==> src/rtl/riscv_pkg.sv <==
// rtl/riscv_pkg.sv - shared RISC-V branch encodings and branch unit state encoding
package riscv_pkg;

    localparam int XLEN_DEFAULT = 32;

    localparam logic [2:0] F3_BEQ  = 3'b000;
    localparam logic [2:0] F3_BNE  = 3'b001;
    localparam logic [2:0] F3_BLT  = 3'b100;
    localparam logic [2:0] F3_BGE  = 3'b101;
    localparam logic [2:0] F3_BLTU = 3'b110;
    localparam logic [2:0] F3_BGEU = 3'b111;

    typedef enum logic [1:0] {
        BRU_IDLE  = 2'd0,
        BRU_HOLD  = 2'd1,
        BRU_FLUSH = 2'd2
    } bru_state_e;

endpackage

==> src/rtl/branch_cond_eval.sv <==
// rtl/branch_cond_eval.sv - branch condition from funct3 and ALU flags of rs1 - rs2
module branch_cond_eval
    import riscv_pkg::*;
(
    input  logic [2:0] funct3,
    input  logic       N,
    input  logic       Z,
    input  logic       C,
    input  logic       V,
    output logic       taken,
    output logic       illegal
);

    // C is "no borrow", so unsigned less-than is ~C.
    always_comb begin
        taken   = 1'b0;
        illegal = 1'b0;
        case (funct3)
            F3_BEQ:  taken = Z;
            F3_BNE:  taken = ~Z;
            F3_BLT:  taken = N ^ V;
            F3_BGE:  taken = ~(N ^ V);
            F3_BLTU: taken = ~C;
            F3_BGEU: taken = C;
            default: illegal = 1'b1;
        endcase
    end

endmodule

==> src/rtl/branch_resolve_unit.sv <==
// rtl/branch_resolve_unit.sv - resolves branches/jumps, issues PC redirect and timed flush
module branch_resolve_unit
    import riscv_pkg::*;
#(
    parameter int XLEN         = XLEN_DEFAULT,
    parameter int FLUSH_CYCLES = 2,
    parameter int CNT_W        = 16
) (
    input  logic             clk,
    input  logic             rst,
    input  logic             ex_valid,
    output logic             ex_ready,
    input  logic             ex_is_branch,
    input  logic             ex_is_jump,
    input  logic             ex_is_jalr,
    input  logic [2:0]       ex_funct3,
    input  logic [XLEN-1:0]  ex_pc,
    input  logic [XLEN-1:0]  ex_imm,
    input  logic [XLEN-1:0]  ex_rs1,
    input  logic             N,
    input  logic             Z,
    input  logic             C,
    input  logic             V,
    output logic             redir_valid,
    input  logic             redir_ready,
    output logic [XLEN-1:0]  redir_target,
    output logic             flush,
    output logic             illegal,
    output logic [CNT_W-1:0] taken_cnt
);

    localparam int FCW = (FLUSH_CYCLES > 1) ? $clog2(FLUSH_CYCLES) : 1;
    localparam logic [FCW-1:0] FLUSH_LOAD = (FLUSH_CYCLES > 0) ? FCW'(FLUSH_CYCLES - 1) : '0;

    bru_state_e       state_q, state_d;
    logic [XLEN-1:0]  target_q, target_d;
    logic [FCW-1:0]   fcnt_q, fcnt_d;
    logic [CNT_W-1:0] cnt_q, cnt_d;
    logic             illegal_q, illegal_d;

    logic             cond_taken;
    logic             cond_illegal;
    logic             accept;
    logic             take;
    logic [XLEN-1:0]  pc_sum;
    logic [XLEN-1:0]  jalr_sum;
    logic [XLEN-1:0]  target_w;

    branch_cond_eval u_cond (
        .funct3  (ex_funct3),
        .N       (N),
        .Z       (Z),
        .C       (C),
        .V       (V),
        .taken   (cond_taken),
        .illegal (cond_illegal)
    );

    assign ex_ready = (state_q == BRU_IDLE);
    assign accept   = ex_valid & ex_ready & (ex_is_branch | ex_is_jump);
    // A jump overrides any branch decode on the same instruction.
    assign take     = ex_is_jump | cond_taken;

    assign pc_sum   = ex_pc + ex_imm;
    assign jalr_sum = ex_rs1 + ex_imm;
    assign target_w = (ex_is_jump && ex_is_jalr) ? (jalr_sum & ~XLEN'(1)) : pc_sum;

    always_comb begin
        state_d   = state_q;
        target_d  = target_q;
        fcnt_d    = fcnt_q;
        cnt_d     = cnt_q;
        illegal_d = 1'b0;
        case (state_q)
            BRU_IDLE: begin
                if (accept) begin
                    if (take) begin
                        target_d = target_w;
                        state_d  = BRU_HOLD;
                    end else begin
                        illegal_d = cond_illegal;
                    end
                end
            end
            BRU_HOLD: begin
                if (redir_ready) begin
                    cnt_d = cnt_q + CNT_W'(1);
                    if (FLUSH_CYCLES == 0) begin
                        state_d = BRU_IDLE;
                    end else begin
                        state_d = BRU_FLUSH;
                        fcnt_d  = FLUSH_LOAD;
                    end
                end
            end
            BRU_FLUSH: begin
                if (fcnt_q == '0) begin
                    state_d = BRU_IDLE;
                end else begin
                    fcnt_d = fcnt_q - FCW'(1);
                end
            end
            default: state_d = BRU_IDLE;
        endcase
    end

    always_ff @(posedge clk) begin
        if (!rst) begin
            state_q   <= BRU_IDLE;
            target_q  <= '0;
            fcnt_q    <= '0;
            cnt_q     <= '0;
            illegal_q <= 1'b0;
        end else begin
            state_q   <= state_d;
            target_q  <= target_d;
            fcnt_q    <= fcnt_d;
            cnt_q     <= cnt_d;
            illegal_q <= illegal_d;
        end
    end

    assign redir_valid  = (state_q == BRU_HOLD);
    assign redir_target = target_q;
    assign flush        = (state_q == BRU_FLUSH);
    assign illegal      = illegal_q;
    assign taken_cnt    = cnt_q;

endmodule
==> config.mk <==
export PLATFORM = sky130hd
export DESIGN_NAME = branch_resolve_unit
export DESIGN_NICKNAME = d
export VERILOG_FILES = /design/src/rtl/riscv_pkg.sv /design/src/rtl/branch_cond_eval.sv /design/src/rtl/branch_resolve_unit.sv
export SDC_FILE = /design/constraint.sdc
export NUM_CORES = 1
export LEC_CHECK = 0
export ABC_AREA = 1
export CAP_MARGIN = 20
export CORE_MARGIN = 4
export CORE_UTILIZATION = 52
export CTS_CLUSTER_SIZE = 30
export DETAILED_ROUTE_END_ITERATION = 16
export GPL_TIMING_DRIVEN = 0
export HOLD_SLACK_MARGIN = 0.05
export PLACE_DENSITY = 0.86
export SYNTH_ARGS = -nofsm -noshare
export SYNTH_HDL_FRONTEND = slang
export SYNTH_SLANG_ARGS = --single-unit
export TNS_END_PERCENT = 5
==> constraint.sdc <==
create_clock -name clk -period 2.4 [get_ports clk]
set_clock_uncertainty 0.15 [all_clocks]
set_input_delay 0.36 -clock clk [delete_from_list [all_inputs] [get_ports clk]]
set_output_delay 0.36 -clock clk [all_outputs]
set_load 0.005 [all_outputs]
==> results of run 1 <==
critical path: stages:
cell,delay [ps]
clkdlybuf4s50_1,540
ha_4,240
nand2_1,170
inv_1,60
nand2_1,70
nand2_1,120
a21oi_1,170
nand2_2,140
nand2_1,110
nand2_1,50
nand2_1,50
nand3_1,130
nand3_1,140
nand2_1,50
inv_1,40
Yosys cell counts, drive strengths merged (2+ instances only):
cell | count | area [um^2]
nand2 | 514 | 1937
inv | 263 | 987.2
nor2 | 160 | 623.1
nand3 | 115 | 603.1
a21oi | 72 | 360.4
ha | 62 | 775.7
dfxtp | 52 | 1041
o21ai | 41 | 205.2
nand3b | 16 | 120.1
nor3 | 11 | 66.32
clkbuf | 9 | 33.78
buf | 7 | 33.78
nand4 | 6 | 37.54
xnor2 | 6 | 52.55
or2 | 4 | 25.02
o21bai | 3 | 22.52
and3 | 2 | 12.51
clkinv | 2 | 8.750
fa | 2 | 40.04
nor4 | 2 | 12.51
o21a | 2 | 15.01
xor2 | 2 | 17.52
registers in the layout (all words and copies together), names as in the netlist:
register	cells
redir_target	32
state_q	2
taken_cnt	16
fcnt_q	1
illegal	1
cells by family after synthesis:
logic type / synth area share [%]
buffers and inverters: 15.05
adder cells (fa/ha/maj): 11.55
XOR/XNOR: 0.9917
AND/OR/NAND/NOR: 48.84
flip-flops: 14.73
AO/OA/AOI/OAI: 8.837
metal layers:
metal  up-vias  share of wire, %
li1       4512                 -
met1      3894                41
met2       406                46
met3        97               7.0
met4         0               5.8
met5         -                 0
layout make-up:
class / instances / share of cell area, %
Multi-Input combinational cell: 1025 / 57.16
Timing Repair Buffer: 163 / 17.19
Sequential cell: 52 / 10.73
Inverter: 265 / 10.28
Tap cell: 176 / 2.269
Clock buffer: 6 / 1.328
Buffer: 16 / 0.6962
Clock inverter: 2 / 0.3610
repair_timing:
item	CTS	global route
gates cloned	0	0
setup endpoints to repair	17	27
buffers inserted	0	2
gates resized for setup	16	113
pin swaps	0	9
per-stage QoR:
stage	setup WS [ps]	total power [mW]
2_1_floorplan	271.3	2.006
3_3_place_gp	-525.6	2.635
3_5_place_dp	-556.0	2.664
4_1_cts	-46.26	3.485
5_1_grt	-70.95	3.916
6_report	38.13	3.662
cells in the final DEF (no fill, tap or decap), drive strengths merged, types with 17 or more instances in the layout:
cell type,n
dlymetal6s2s,17
a21oi,72
ha,62
dfxtp,52
nor2,160
nand2,514
inv,263
clkdlybuf4s50,143
o21ai,41
nand3,115
report_power, final:
group	internal, mW	switching, mW
clock	0.491	0.314
combinational	0.802	1.11
sequential	0.919	0.0310
total	2.21	1.45
worst paths after layout:
check                             from                       endpoint  slack (ps)  depth (start not counted)
max                          ex_pc[13]  redir_target[31]$_SDFFE_PN0P_          40                         15
min                fcnt_q$_SDFFE_PN0P_        state_q[1]$_SDFFE_PN0P_         310                          2
max reg2reg  taken_cnt[0]$_SDFFE_PN0P_     taken_cnt[14]$_SDFFE_PN0P_         500                         10
min reg2reg        fcnt_q$_SDFFE_PN0P_        state_q[1]$_SDFFE_PN0P_         310                          2
==> metrics.csv, run 1 <==
stage;metric;value;unit
logic_synthesis;synth_nets;1532;
sta;rsz0062_at_grt;true;
routing;drtIter0Drc;752;
floorplanning;die_area;0.01552;mm^2
global_route;grt_pass1_wl;37810;um
clock_network;root_buffer;clkbuf_16;
finish;area_growth;37.35;%
global_route;antenna_found_initial;0;
finish;final_cells;1705;
finish;multiInputGateArea;0.005547;mm^2
floorplanning;core;0.01330;mm^2
job;cap_violations;0;
clock_network;clkTransAtPathRegs;70;ps
finish;seq_area;0.001041;mm^2
clock_network;clock_path_buffers;2;
routing;vias_per_cell;5.225;
floorplanning;rows;42;
power_and_ir_drop;p_leak;5.254;nW
clock_network;htreeDepth;2;
logic_synthesis;synth_flop_cell;dfxtp_1;
logic_synthesis;yosysWarningCount;0;
finish;antenna_cells;0;
logic_synthesis;synth_area;0.007066;mm^2
sta;setup_viol;0;
global_route;use_met2;49.78;%
global_route;globalRouteMet1Util;35.33;%
sta;hold_viol;0;
clock_network;cts_tree;yes;
clock_network;postCtsHoldBufs;0;
placed_design;gp_congestion;0.9543;
critical_path;crit_fanout;5;
critical_path;critPathCaptureType;flip-flop;
logic_synthesis;ys_seq_area_share;14.73;%
sta;period_needed;2362;ps
global_route;grt_max_degree;16;
worst_hold_path;hp-class;reg2reg;
finish;final_area;0.009704;mm^2
global_route;grt_use_met3;4.588;%
finish;layout.nets;1702;
placed_design;hpwl;19600;um
routing;postRouteAntennaNets;0;
logic_synthesis;synth_edf_count;0;
global_route;top_usage_layer;met2;
power_and_ir_drop;peakVddDrop;0.0003240;V
sta;max_slew_margin;55.47;%
critical_path;crit_type;in2reg;
sta;fin_tns_setup;0;ps
critical_path;cp-start-kind;primary input;
routing;wirelength;24470;um
placed_design;placed_area;0.008897;mm^2
finish;drive_above_1_share;8.371;%
sta;fmax;423.4;MHz
finish;fillers;1169;
floorplanning;die_h;124.6;um
sta;tightestPinTransition;668.0;ps
global_route;grt-ovfl-total;0;
sta;drv_slew;0;
global_route;grt_pass1_vias;8063;
logic_synthesis;synth_cell_types;36;
placed_design;portBuffers;161;
critical_path;crit_arrival;2460;ps
outcome;outcome;finished clean;
logic_synthesis;syn_area_per_cell;5.203;um^2
clock_network;numCtsBuffers;5;
floorplanning;die_width;124.6;um
clock_network;cts.sinks;52;
power_and_ir_drop;power_density;377.4;mW/mm^2
floorplanning;start_util;53.14;%
routing;drc_errors;0;
logic_synthesis;ys_seq_elements;52;
logic_synthesis;synthCells;1358;
routing;vias;8909;
global_route;grt_usage;29.20;%
routing;wl_per_cell;14.35;um
logic_synthesis;synthArstFlopShare;0;%
floorplanning;pin_count;162;
placed_design;dp.cells;1695;
sta;period_share;98.41;%
sta;holdWs;305.7;ps
clock_network;worstSkewPairLatency;290;ps
finish;post-route-util;72.99;%
critical_path;cp.required;2490;ps
routing;first_pass_iters;5;
Power figures use the tool's default switching activity.
==> run 2: changes to the inputs <==
Settings changed: ABC_CLOCK_PERIOD_IN_PS from default to 2400, GPL_TIMING_DRIVEN 0 to default.
==> run 2 against run 1 <==
Net effect:
- sequential cell count did not move
- sequential share of layout area fell by 0.76 points
- wire length grew 10%
- critical path depth shrank 1
- non-clock buffer count rose by 97
- critical endpoint unchanged
- largest power group unchanged
==> metrics.csv, run 2 (same netlist as run 1, synthesis figures left out) <==
stage;metric;value;unit
outcome;outcome;finished clean;
finish;largest_reg_flops;32;
power_and_ir_drop;combPwrFrac;55.2;%
routing;wirelength_met1;10220;um
clock_network;worstSkewPairLatency;290;ps
critical_path;startpoint;ex_imm[14];
global_route;grt-ovfl-total;0;
routing;wl_per_cell;14.96;um
critical_path;critPathCapture;redir_target[31]$_SDFFE_PN0P_;
global_route;antenna_found_initial;0;
routing;vias_per_cell;5.238;
clock_network;clkTransAtPathRegs;60;ps
critical_path;r2r.worst_path.cells;11;
finish;final_common_cell;nand2_1;
worst_hold_path;hp-start;fcnt_q$_SDFFE_PN0P_;
routing;wl_met2;12870;um
placed_design;hpwl;21660;um
critical_path;crit_family;simple AND/OR/NAND/NOR gates;
sta;holdWs;307.8;ps
power_and_ir_drop;power_density;372.9;mW/mm^2
sta;period_share;99.81;%
sta;max_slew_margin;30.53;%
sta;tightestPinTransition;1041;ps
critical_path;crit_arrival;2440;ps
routing;routed-wl-met3;1970;um
critical_path;crit_path_max_incr_delay;430;ps
finish;area_growth;47.83;%
critical_path;crit_type;in2reg;
floorplanning;die_h;124.6;um
routing;top_layer;met4;
power_and_ir_drop;power.switching;1.499;mW
critical_path;cp.required;2440;ps
worst_hold_path;min_path_cells;2;
power_and_ir_drop;power.internal;2.396;mW
critical_path;cp-start-kind;primary input;
placed_design;gp_congestion;1.001;
critical_path;slowest_stage;clkdlybuf4s50_1;
sta;period_needed;2395;ps
floorplanning;rows;42;
routing;drc_errors;0;
finish;final_cell_mix;495 x nand2_1, 262 x inv_1, 144 x nor2_1;
critical_path;critPathCaptureType;flip-flop;
critical_path;worst_r2r_endpoint;taken_cnt[10]$_SDFFE_PN0P_;
critical_path;regToRegStartpoint;taken_cnt[0]$_SDFFE_PN0P_;
routing;postRouteAntennaNets;0;
clock_network;cts_tree;yes;
global_route;grt_pass1_wl;40990;um
sta;setup_viol;0;
finish;drive_above_1_share;13.16;%
global_route;grt_pass1_vias;8681;
routing;wirelength;26960;um
critical_path;reg2reg_slack;460;ps
worst_hold_path;hp-class;reg2reg;
sta;rsz0062_at_grt;true;
power_and_ir_drop;p_leak;5.828;nW
floorplanning;die_area;0.01552;mm^2
power_and_ir_drop;p_clk_share;20.4;%
routing;drtIter0Drc;671;
critical_path;crit_fanout;4;
floorplanning;die_width;124.6;um
floorplanning;pin_count;162;
sta;fin_tns_setup;0;ps
routing;vias;9439;
finish;fillers;1060;
critical_path;cp.depth;14;
finish;layout.nets;1799;
critical_path;cpMostUsedCell;nand2_1;
global_route;grt_max_degree;33;
clock_network;post-cts-setup-buffers;0;
sta;fmax;417.5;MHz
routing;first_pass_iters;7;
clock_network;cts.sinks;52;
job;cap_violations;0;
critical_path;path_cells;clkdlybuf4s50_1 -> ha_1 -> nand2_1 -> inv_1 -> nand2_1 -> nand2_1 -> a21oi_1 -> nand2_2 -> nand2_1 -> nand3_1 -> nand3_1 -> nand3_1 -> nand2_1 -> inv_1;
placed_design;portBuffers;161;
global_route;grt_usage;31.97;%
power_and_ir_drop;peakVddDrop;0.0002877;V
critical_path;path_buf_inv;3;
sta;hold_viol;0;
floorplanning;start_util;53.14;%
power_and_ir_drop;p_sw_share;38.49;%
clock_network;numCtsBuffers;5;
floorplanning;core;0.01330;mm^2
clock_network;clock_path_buffers;2;
clock_network;root_buffer;clkbuf_16;
sta;drv_slew;0;
clock_network;htreeDepth;2;
power_and_ir_drop;seq_power_share;24.4;%
finish;antenna_cells;0;
run 2: repair_timing:
item	in CTS	in global routing
endpoints found under the setup margin	10	25
gates resized for setup	5	99
pin swaps	0	6
hold buffers	0	0
run 2: how the worst min path moves through the flow:
stage | to | slack (ps)
after floorplan | state_q[1]$_SDFFE_PN0P_ | 290
after detailed placement | state_q[1]$_SDFFE_PN0P_ | 300
after CTS | state_q[1]$_SDFFE_PN0P_ | 310
after global routing | redir_target[6]$_SDFFE_PN0P_ | 330
after global placement | state_q[1]$_SDFFE_PN0P_ | 300
final | state_q[1]$_SDFFE_PN0P_ | 310
run 2: layout make-up:
class                   count  area [um^2]  area share, %
well taps                 176        220.2          2.108
repair buffers            276         2554          24.45
flip-flops and latches     52         1041          9.966
inverters                 265        996.0          9.535
clock buffers               6        128.9          1.234
multi-input cells        1025         5470          52.37
clock inverters             2        35.03         0.3354
run 2: routing by layer:
metal	up-vias	GRT usage [%]
li1	4712	-
met1	4156	36.75
met2	458	56.46
met3	113	4.674
met4	0	17.92
met5	-	0
run 2: worst register-to-register path: cells and delay by family (launching register included):
family,cells,cell delay (ps)
simple gates,7,840
fa+ha+maj,1,160
buf+inv,2,160
compound gates,1,140
flops,1,390
run 2: power by group through the flow:
stage / combinational [mW] / clock [mW] / sequential [mW]
floorplan: 1.04 / 0 / 0.971
global placement: 1.92 / 0 / 0.968
detailed placement: 1.96 / 0 / 0.970
CTS: 1.97 / 0.810 / 0.951
global route: 2.35 / 0.850 / 0.957
finish: 2.15 / 0.796 / 0.951
run 2: stage by stage:
step	area [um^2]	setup slack [ps]	cells	total power, mW	util [%]
after floorplan	7066	271.3	1358	2.006	-
after global placement	9718	-291.0	1794	2.891	73.09
after detailed placement	9718	-404.3	1794	2.928	73.09
after CTS	9896	1.669	1802	3.732	74.43
after global routing	10450	-95.33	1802	4.159	78.56
final	10450	4.654	1802	3.895	78.56
==> run 3: changes to the inputs <==
Settings changed: CAP_MARGIN 20 to 10.
==> results of run 3 <==
No change in the layout: final DEF, timing and power equal those of run 2.
